[config.mk]
export PLATFORM = sky130hd
export DESIGN_NAME = minimig_autoconfig_ctrl
export DESIGN_NICKNAME = d
export VERILOG_FILES = /design/src/rtl/minimig_autoconfig_pkg.sv /design/src/rtl/minimig_autoconfig_ctrl.sv
export SDC_FILE = /design/constraint.sdc
export NUM_CORES = 1
export LEC_CHECK = 0
export ABC_CLOCK_PERIOD_IN_PS = 4000
export BUFFER_PORTS_ARGS = -buffer_cell sky130_fd_sc_hd__buf_2
export CAP_MARGIN = 20
export CORE_MARGIN = 3
export CORE_UTILIZATION = 39
export CTS_CLUSTER_SIZE = 30
export DETAILED_ROUTE_END_ITERATION = 6
export PLACE_DENSITY = 0.73
export SYNTH_ARGS = -nofsm -noshare
export SYNTH_HDL_FRONTEND = slang
export SYNTH_SLANG_ARGS = --single-unit
[constraint.sdc]
create_clock -name clk -period 4 [get_ports clk]
set_clock_uncertainty 0.15 [all_clocks]
set_input_delay 1 -clock clk [delete_from_list [all_inputs] [get_ports clk]]
set_output_delay 1 -clock clk [all_outputs]
set_load 0.02 [all_outputs]
[src/rtl/minimig_autoconfig_pkg.sv]
// ---------------------------------------------------------------------------
// minimig_autoconfig_pkg
// Shared definitions for the Zorro AutoConfig chain controller: sequencer
// state encoding, config-space register word offsets, board type codes and
// default chain geometry.
// ---------------------------------------------------------------------------
package minimig_autoconfig_pkg;

  // Default chain geometry: six slots, three-bit slot index.
  localparam int NBOARDS_DEF = 6;
  localparam int IDXW_DEF    = 3;

  // Sequencer states.
  typedef enum logic [2:0] {
    ST_SCAN,
    ST_PROBE,
    ST_TYPE,
    ST_SERVE,
    ST_DONE
  } ac_state_t;

  // Word offsets inside the $E8xxxx window (byte address bits 6:1).
  localparam logic [5:0] REG_TYPE   = 6'h00;
  localparam logic [5:0] REG_Z3BASE = 6'h22;
  localparam logic [5:0] REG_BASE   = 6'h24;
  localparam logic [5:0] REG_BASELO = 6'h25;
  localparam logic [5:0] REG_SHUTUP = 6'h26;

  // Board type codes found in bits 3:2 of the first ROM nybble.
  localparam logic [1:0] CARD_Z2 = 2'b11;
  localparam logic [1:0] CARD_Z3 = 2'b10;

  // Returns 1 for a Zorro III board. Unknown codes fall back to Zorro II.
  function automatic logic card_is_z3(input logic [1:0] code);
    case (code)
      CARD_Z3: card_is_z3 = 1'b1;
      CARD_Z2: card_is_z3 = 1'b0;
      default: card_is_z3 = 1'b0;
    endcase
  endfunction

endpackage

[src/rtl/minimig_autoconfig_ctrl.sv]
// ---------------------------------------------------------------------------
// minimig_autoconfig_ctrl
// Walks the Zorro AutoConfig chain in slot order, presents the current
// board's AutoConfig ROM nybbles to CPU reads, decodes base-address and
// shut-up writes and reports each assigned base to the address decoders.
//
// Ports:
//   clk, reset_n        clock, asynchronous active-low reset
//   board_en            per-slot enable, sampled while searching for a slot
//   cpu_req/cpu_we      access request (held until cpu_ack) and direction
//   cpu_addr/cpu_din    config-space word offset and write data
//   cpu_dout/cpu_ack    read data {nybble, 12'hfff} and one-cycle ack
//   rom_a/rom_q         external nybble ROM port (2-cycle read latency)
//   base_we/idx/val     one-cycle base assignment report
//   cfg_done/shutup     sticky per-slot configured / shut-up flags
//   chain_done          no further boards remain in config space
// ---------------------------------------------------------------------------
module minimig_autoconfig_ctrl
  import minimig_autoconfig_pkg::*;
#(
  parameter int NBOARDS = NBOARDS_DEF,
  parameter int IDXW    = IDXW_DEF
) (
  input  logic               clk,
  input  logic               reset_n,
  input  logic [NBOARDS-1:0] board_en,
  input  logic               cpu_req,
  input  logic               cpu_we,
  input  logic [5:0]         cpu_addr,
  input  logic [15:0]        cpu_din,
  output logic [15:0]        cpu_dout,
  output logic               cpu_ack,
  output logic [IDXW+5:0]    rom_a,
  input  logic [3:0]         rom_q,
  output logic               base_we,
  output logic [IDXW-1:0]    base_idx,
  output logic [15:0]        base_val,
  output logic [NBOARDS-1:0] cfg_done,
  output logic [NBOARDS-1:0] shutup,
  output logic               chain_done
);

  // The slot counter is one bit wider than the index so that stepping past
  // the last slot is visible even when NBOARDS == 2**IDXW.
  localparam logic [IDXW:0] SLOT_END = (IDXW+1)'(NBOARDS);

  ac_state_t          state, state_d;
  logic [IDXW:0]      slot, slot_d;
  logic [1:0]         wait_cnt;
  logic               busy;
  logic               is_z3;
  logic [3:0]         lo_nyb;

  logic               accept;
  logic               rd_start;
  logic               rd_finish;
  logic               wr_accept;
  logic               done_accept;
  logic               commit_z2;
  logic               commit_z3;
  logic               commit_su;
  logic               commit;
  logic [15:0]        commit_val;
  logic [NBOARDS-1:0] slot_mask;
  logic               slot_en;

  // Request decode. A request is only taken when no read is in flight and
  // the previous ack has dropped, so a held cpu_req is never served twice.
  always_comb begin
    accept      = cpu_req && !busy && !cpu_ack &&
                  (state == ST_SERVE || state == ST_DONE);
    rd_start    = accept && (state == ST_SERVE) && !cpu_we;
    wr_accept   = accept && (state == ST_SERVE) && cpu_we;
    done_accept = accept && (state == ST_DONE);
    rd_finish   = busy && (wait_cnt == 2'd2);

    commit_z2 = wr_accept && (cpu_addr == REG_BASE)   && !is_z3;
    commit_z3 = wr_accept && (cpu_addr == REG_Z3BASE) && is_z3;
    commit_su = wr_accept && (cpu_addr == REG_SHUTUP);
    commit    = commit_z2 || commit_z3 || commit_su;

    commit_val = 16'h0000;
    if (commit_z3) begin
      commit_val = cpu_din;
    end else if (commit_z2) begin
      commit_val = {8'h00, cpu_din[15:12], lo_nyb};
    end

    slot_mask = NBOARDS'(1) << slot;
    slot_en   = (slot < SLOT_END) && board_en[slot[IDXW-1:0]];
  end

  // Next-state logic for the chain sequencer.
  always_comb begin
    state_d = state;
    slot_d  = slot;
    case (state)
      ST_SCAN: begin
        if (slot >= SLOT_END) begin
          state_d = ST_DONE;
        end else if (slot_en) begin
          state_d = ST_PROBE;
        end else begin
          slot_d = slot + 1'b1;
        end
      end
      ST_PROBE: begin
        if (wait_cnt == 2'd1) begin
          state_d = ST_TYPE;
        end
      end
      ST_TYPE: begin
        state_d = ST_SERVE;
      end
      ST_SERVE: begin
        if (commit) begin
          state_d = ST_SCAN;
          slot_d  = slot + 1'b1;
        end
      end
      ST_DONE: begin
        state_d = ST_DONE;
      end
      default: begin
        state_d = ST_SCAN;
      end
    endcase
  end

  // Sequencer state and slot registers.
  always_ff @(posedge clk or negedge reset_n) begin
    if (!reset_n) begin
      state <= ST_SCAN;
      slot  <= '0;
    end else begin
      state <= state_d;
      slot  <= slot_d;
    end
  end

  // ROM latency counter and read-in-flight flag. The counter doubles as the
  // two-cycle PROBE wait and the read pipeline tracker.
  always_ff @(posedge clk or negedge reset_n) begin
    if (!reset_n) begin
      wait_cnt <= 2'd0;
      busy     <= 1'b0;
    end else begin
      if (state == ST_PROBE) begin
        wait_cnt <= wait_cnt + 2'd1;
      end else if (rd_start) begin
        wait_cnt <= 2'd0;
      end else if (busy) begin
        wait_cnt <= wait_cnt + 2'd1;
      end else begin
        wait_cnt <= 2'd0;
      end

      if (rd_start) begin
        busy <= 1'b1;
      end else if (rd_finish) begin
        busy <= 1'b0;
      end
    end
  end

  // ROM address, board type, low base nybble and CPU read/ack path.
  always_ff @(posedge clk or negedge reset_n) begin
    if (!reset_n) begin
      rom_a    <= '0;
      is_z3    <= 1'b0;
      lo_nyb   <= 4'h0;
      cpu_dout <= 16'hffff;
      cpu_ack  <= 1'b0;
    end else begin
      if (state == ST_SCAN && state_d == ST_PROBE) begin
        rom_a <= {slot[IDXW-1:0], REG_TYPE};
      end else if (rd_start) begin
        rom_a <= {slot[IDXW-1:0], cpu_addr};
      end

      if (state == ST_TYPE) begin
        is_z3 <= card_is_z3(rom_q[3:2]);
      end

      // The low nybble belongs to the slot being configured only.
      if (commit) begin
        lo_nyb <= 4'h0;
      end else if (wr_accept && cpu_addr == REG_BASELO) begin
        lo_nyb <= cpu_din[15:12];
      end

      if (rd_finish) begin
        cpu_dout <= {rom_q, 12'hfff};
      end else if (done_accept && !cpu_we) begin
        cpu_dout <= 16'hffff;
      end

      cpu_ack <= rd_finish || wr_accept || done_accept;
    end
  end

  // Base assignment report and sticky per-slot flags.
  always_ff @(posedge clk or negedge reset_n) begin
    if (!reset_n) begin
      base_we    <= 1'b0;
      base_idx   <= '0;
      base_val   <= 16'h0000;
      cfg_done   <= '0;
      shutup     <= '0;
      chain_done <= 1'b0;
    end else begin
      base_we    <= commit;
      chain_done <= chain_done || (state_d == ST_DONE);
      if (commit) begin
        base_idx <= slot[IDXW-1:0];
        base_val <= commit_val;
        if (commit_su) begin
          shutup <= shutup | slot_mask;
        end else begin
          cfg_done <= cfg_done | slot_mask;
        end
      end
    end
  end

endmodule

==> metrics.txt, run 1 <==
commonest non-fill, non-tap cell in the layout=buf_2; worst setup path start=cpu_addr[0]; commonest cells after routing, fill and taps aside=82 x buf_2, 58 x dfrtp_1, 23 x nand2_1; WL met3=403 microns; Achievable Freq=roughly 350 MHz; RR Startpoint=busy; Post-synth EDFFs=0; FILL cells=approximately 660; Ys Warns=0; Post-DP Area=~3400 sq um; Mapped Cells=267; DRC viols=0; number of global-route vias before repair=around 2200; clk_lat worst skew=0.34 ns; Synth cell types=a little under 50; Startpoint Class=input port; Syn Area/Cell=10.8 sq um; IO Port Bufs=82; peak supply drop=0.304 mV; CP Class=input port to flip-flop; Final Setup Violations=0; CP delay by family, top=simple AND/OR/NAND/NOR gates; number of cells on the critical path=4; CORE AREA=6980 sq um; cts hold-fix bufs=0; WL/cell=14.4 microns; ys flop type=dfrtp_1; final hold violations=0; # H-tree levels=3; crit-path cells=buf_2 > or4b_1 > or4_1 > a22o_1; Crit Path Max Fanout=15; DR vias=2263; Worst Setup End Kind=flip-flop; share of layout cells above drive strength 1=between 30% and 40%; CTS Sinks=62; vias per cell=about 5.0; CP max stage delay=0.80 ns; Arr. time, crit path=2.95 ns; DRT Pass-1 Iters=4; Worst EP required=approximately 4 ns; wl on met1=2970 microns; final instance area=3530 sq um; worst path bufs/invs=1; DIE AREA=around 8500 sq um; Max Slew Vio Count=0; number of routed nets with antenna violations=0; HP Start=wait_cnt[0]; pwr/cell area=573 nW/um^2; routed wire length=about 6600 microns; largest net degree at the start of global routing=35; I/O pin total=95; hpwl dp=4840 microns; post-synthesis sequential area ratio=54.0%; initial antenna violation count=0; unrepaired setup endpoints after global routing=false; total power=2.02 mW; Die Span Y=92.0 microns; die width=a little over 90 microns; All-Layer GR Usage=16.2%; GRT overflow=0; slew margin rel.=44.9%; final-stage net count=396; Core Util, Final=roughly half; hold depth=1; area growth from synthesis to layout=22.5%; DRT iter0 DRCs=130; num rows=30; CTS clk-pin slew, worst paths=0.07 ns; GPL Wtd Cong=0.865; root buf cell=clkbuf_8; Seq. cell area=1560 sq um; WL met2=3130 microns; slowest library cell on the worst path=or4_1; initial core utilization=between 40% and 50%; # diodes=0; Max clock buf depth=2; Worst-Margin Slew=between 0.8 and 0.9 ns; Num CTS Buffers=9; crit share post-route=71.9%; CTS tree=done; Reg2Reg Depth=3; max layer used=met4; post-route minimum period=2.88 ns; setup bufs post-CTS=0; Post-synth ARST share=between 90% and 100%; post-synthesis register bit count=62; Leakage=1.78 nW; area of the multi-input gates=between 1000 and 1500 sq um; first-pass GRT wire length=10900 microns; hold crit path type=flip-flop to flip-flop; status=finished, final reports clean; Resized cells post-CTS=0; Post-Synthesis Cell Area=2880 sq um; setup_tns=0 ns; Max-cap violations=0
-- cell usage after synthesis, types with 4 or more instances --
library cell | n | share of area, %
a21oi_1 | 18 | 3.1
a22o_1 | 9 | 2.7
a22oi_1 | 8 | 2.1
a31o_2 | 6 | 1.8
buf_4 | 12 | 3.1
clkbuf_1 | 7 | 0.91
dfrtp_1 | 58 | 50
dfstp_2 | 4 | 3.6
ha_1 | 7 | 3.0
inv_1 | 12 | 1.6
mux2i_1 | 9 | 3.1
nand2_1 | 23 | 3.0
nand2b_1 | 6 | 1.3
nor2_1 | 21 | 2.7
nor3_1 | 5 | 0.87
o21ai_0 | 6 | 1.0
o21bai_1 | 6 | 1.6
o22a_1 | 5 | 1.5
-- layout make-up --
cell class,count,share of cell area (%)
tap,96,3.40
clock inverter,7,1.45
inverter,12,1.28
sequential,62,44.1
multi-input combinational,181,33.6
clock buffer,9,3.51
timing repair buffer,87,12.7
-- path summary, 6_finish.rpt --
kind | to | slack, ns
min reg2reg | wait_cnt[0] | 0.31
max | base_val[11] | 1.12
max in group asynchronous | base_idx[1] | 2.31
min in group asynchronous | rom_a[3] | 0.54
min | wait_cnt[0] | 0.31
max reg2reg | base_val[11] | 1.60
-- flip-flops by register name, indices dropped and copies added (netlist names), 2 cells and up --
signal    count
base_idx      3
base_val     16
cfg_done      6
cpu_dout      4
lo_nyb        4
rom_a         9
shutup        6
slot          4
state         3
wait_cnt      2
-- where the power goes --
group / leakage (nW) / switching [mW] / internal (mW) / total [mW]
Combinational: 0.890 / 0.401 / 0.241 / 0.642
Clock: 0.0852 / 0.255 / 0.225 / 0.480
Sequential: 0.802 / 0.113 / 0.786 / 0.899
Total: 1.78 / 0.769 / 1.25 / 2.02
-- cell families after synthesis --
group / share of synthesized area [%]
flip-flops: 54.0
multiplexers: 3.52
XOR/XNOR: 0.608
AO/OA/AOI/OAI: 17.1
buffers and inverters: 6.51
other: 0.130
adder cells (fa/ha/maj): 3.04
AND/OR/NAND/NOR: 15.1
-- worst register-to-register path, stage by stage (launching register included) --
cell     delay, ns
dfrtp_1       0.41
or3b_1        0.55
or4_1         0.84
a22o_1        0.34
-- per-stage QoR --
step                      instances  hold WS (ns)  setup slack (ns)
after floorplan                 278         0.282              1.11
after global placement          438         0.298             0.800
after detailed placement        438         0.299             0.756
after CTS                       454         0.315              1.12
after global routing            454         0.330              1.04
final                           454         0.310              1.12
-- routing by layer --
metal  global-route usage [%]  up-vias
li1                         -     1103
met1                     21.0     1085
met2                     25.7       71
met3                     4.43        4
met4                     6.81        0
met5                        0        -
Power figures use the tool's default switching activity.
==> run 2: changes to the inputs <==
Settings changed: ABC_CLOCK_PERIOD_IN_PS 4000 to 2700.
Clock period 4 ns to 2.7 ns, I/O delays scaled along.
==> run 2 against run 1 <==
Compared with the run above:
- sequential share of layout area decreased by 1.2 points
- core utilization increased by 1.4 points
- clock power increased by 58%
- power increased by 52%
- count of clock-buffer cells in the layout increased by 4
- register-to-register slack got worse by 1.1 ns
==> metrics.txt, run 2 (synthesis results as in run 1) <==
CP delay by family, top=simple AND/OR/NAND/NOR gates (unchanged); setup_tns=0 ns (unchanged); CTS clk-pin slew, worst paths=0.07 ns (about the same); # diodes=0 (unchanged); pwr/cell area=847 nW/um^2 (was 573 nW/um^2); number of routed nets with antenna violations=0 (unchanged); die width=92.0 microns (unchanged); DIE AREA=8460 sq um (unchanged); Startpoint Class=input port (unchanged); vias per cell=4.96 (was 4.98); Post-DP Area=3440 sq um (was 3350 sq um); Worst Setup End Kind=flip-flop (unchanged); Max Slew Vio Count=0 (unchanged); share of layout cells above drive strength 1=35.3% (was 33.8%); CTS tree=done (unchanged); hold crit path type=input port to async pin (was flip-flop to flip-flop); Max clock buf depth=2 (unchanged); Arr. time, crit path=2.36 ns (was 2.95 ns); status=finished, final reports clean (unchanged); max FFs per register=16 (unchanged); Worst EP required=2.76 ns (was 4.08 ns); met2 usage=27.8% (was 25.7%); met1 track demand over resource=22.1% (was 21.0%); setup bufs post-CTS=0 (unchanged); peak supply drop=0.402 mV (was 0.304 mV); hpwl dp=5140 microns (was 4840 microns); num rows=30 (unchanged); Most flops, register=base_val (unchanged); Achievable Freq=435 MHz; DRT Pass-1 Iters=4 (unchanged); CP Class=input port to flip-flop (unchanged); # H-tree levels=3 (unchanged); commonest non-fill, non-tap cell in the layout=buf_2 (unchanged); Final Setup Violations=0 (unchanged); total power=3.07 mW (was 2.02 mW); Num CTS Buffers=9 (unchanged); CORE AREA=6980 sq um (unchanged); biggest regs=base_val: 16 flops, rom_a: 9 flops (unchanged); DR vias=2300 (was 2263); non-filler instance count after layout=464 (was 454); met3 Use GR=4.35% (was 4.43%); global routing's busiest layer=met2 (unchanged); DRC viols=0 (unchanged); final hold violations=0 (unchanged); placed instance count=448 (was 438); final-stage net count=406 (was 396); CTS Sinks=62 (unchanged); CP max stage delay=0.57 ns (was 0.80 ns); initial core utilization=41.3% (unchanged); GRT overflow=0 (unchanged); Crit Path Max Fanout=7 (was 15); final instance area=3630 sq um (was 3530 sq um); largest net degree at the start of global routing=23 (was 35); crit share post-route=85.1%; unrepaired setup endpoints after global routing=false (unchanged); post-route minimum period=2.30 ns; Leakage=1.84 nW (was 1.78 nW); area growth from synthesis to layout=25.9% (was 22.5%); routed wire length=6850 microns (was 6550 microns); All-Layer GR Usage=17.2% (was 16.2%); Max-cap violations=0 (unchanged); DRT iter0 DRCs=133 (was 130); Die Span Y=92.0 microns (unchanged); number of global-route vias before repair=2371 (was 2185); Resized cells post-CTS=0 (unchanged); IO Port Bufs=82 (unchanged); first-pass GRT wire length=11400 microns (was 10900 microns); GPL Wtd Cong=0.850 (was 0.865); WL/cell=14.8 microns (was 14.4 microns); slowest library cell on the worst path=or4b_1 (was or4_1); clk_lat worst skew=0.34 ns (about the same); worst path bufs/invs=2 (was 1); commonest cells after routing, fill and taps aside=82 x buf_2, 58 x dfrtp_1, 23 x nand2_1 (unchanged); crit-path cells=buf_2 > or4b_1 > buf_4 > nor4_2 > a31o_2 > mux2_1 (was buf_2 > or4b_1 > or4_1 > a22o_1); root buf cell=clkbuf_8 (unchanged); cts hold-fix bufs=0 (unchanged); I/O pin total=95 (unchanged); initial antenna violation count=0 (unchanged)
## run 2: final cells by class
| class | instances | area (sq um) |
|---|---|---|
| Clock buffer | 13 | 169 |
| Clock inverter | 3 | 17.5 |
| Fill cell | 666 | 3350 |
| Inverter | 12 | 45.0 |
| Multi-Input combinational cell | 181 | 1180 |
| Sequential cell | 62 | 1560 |
| Tap cell | 96 | 120 |
| Timing Repair Buffer | 97 | 536 |
## run 2: path summary, 6_finish.rpt
| check | startpoint | to | slack, ns | depth (start not counted) |
|---|---|---|---|---|
| max in group asynchronous | reset_n | cpu_dout[13] | 1.54 | 2 |
| worst max register to register | busy | slot[1] | 0.50 | 5 |
| min in group clk | wait_cnt[0] | wait_cnt[0] | 0.31 | 1 |
| worst min-delay path | reset_n | rom_a[8] | 0.13 | 1 |
| worst min register to register | wait_cnt[0] | wait_cnt[0] | 0.31 | 1 |
| worst max-delay path | cpu_addr[0] | slot[1] | 0.40 | 6 |
## run 2: metrics by stage
| stage | utilization (%) | worst slack, ns | hold slack (ns) |
|---|---|---|---|
| after global placement | 49.3 | 0.116 | 0.297 |
| final | 52.0 | 0.402 | 0.132 |
| after global routing | 52.0 | 0.372 | 0.154 |
| after CTS | 52.0 | 0.403 | 0.131 |
| after detailed placement | 49.3 | 0.0612 | 0.303 |
| after floorplan | - | 0.135 | 0.229 |
## run 2: per-layer routing
layer,part of all wire [%],vias up
li1,-,1116
met1,44,1104
met2,48,72
met3,6.7,8
met4,1.3,0
met5,0,-
## run 2: power by group
group	leakage (nW)	internal (mW)	switching, mW
clock network	0.0954	0.406	0.354
registers	0.802	1.16	0.166
logic	0.941	0.378	0.605
total	1.84	1.95	1.12
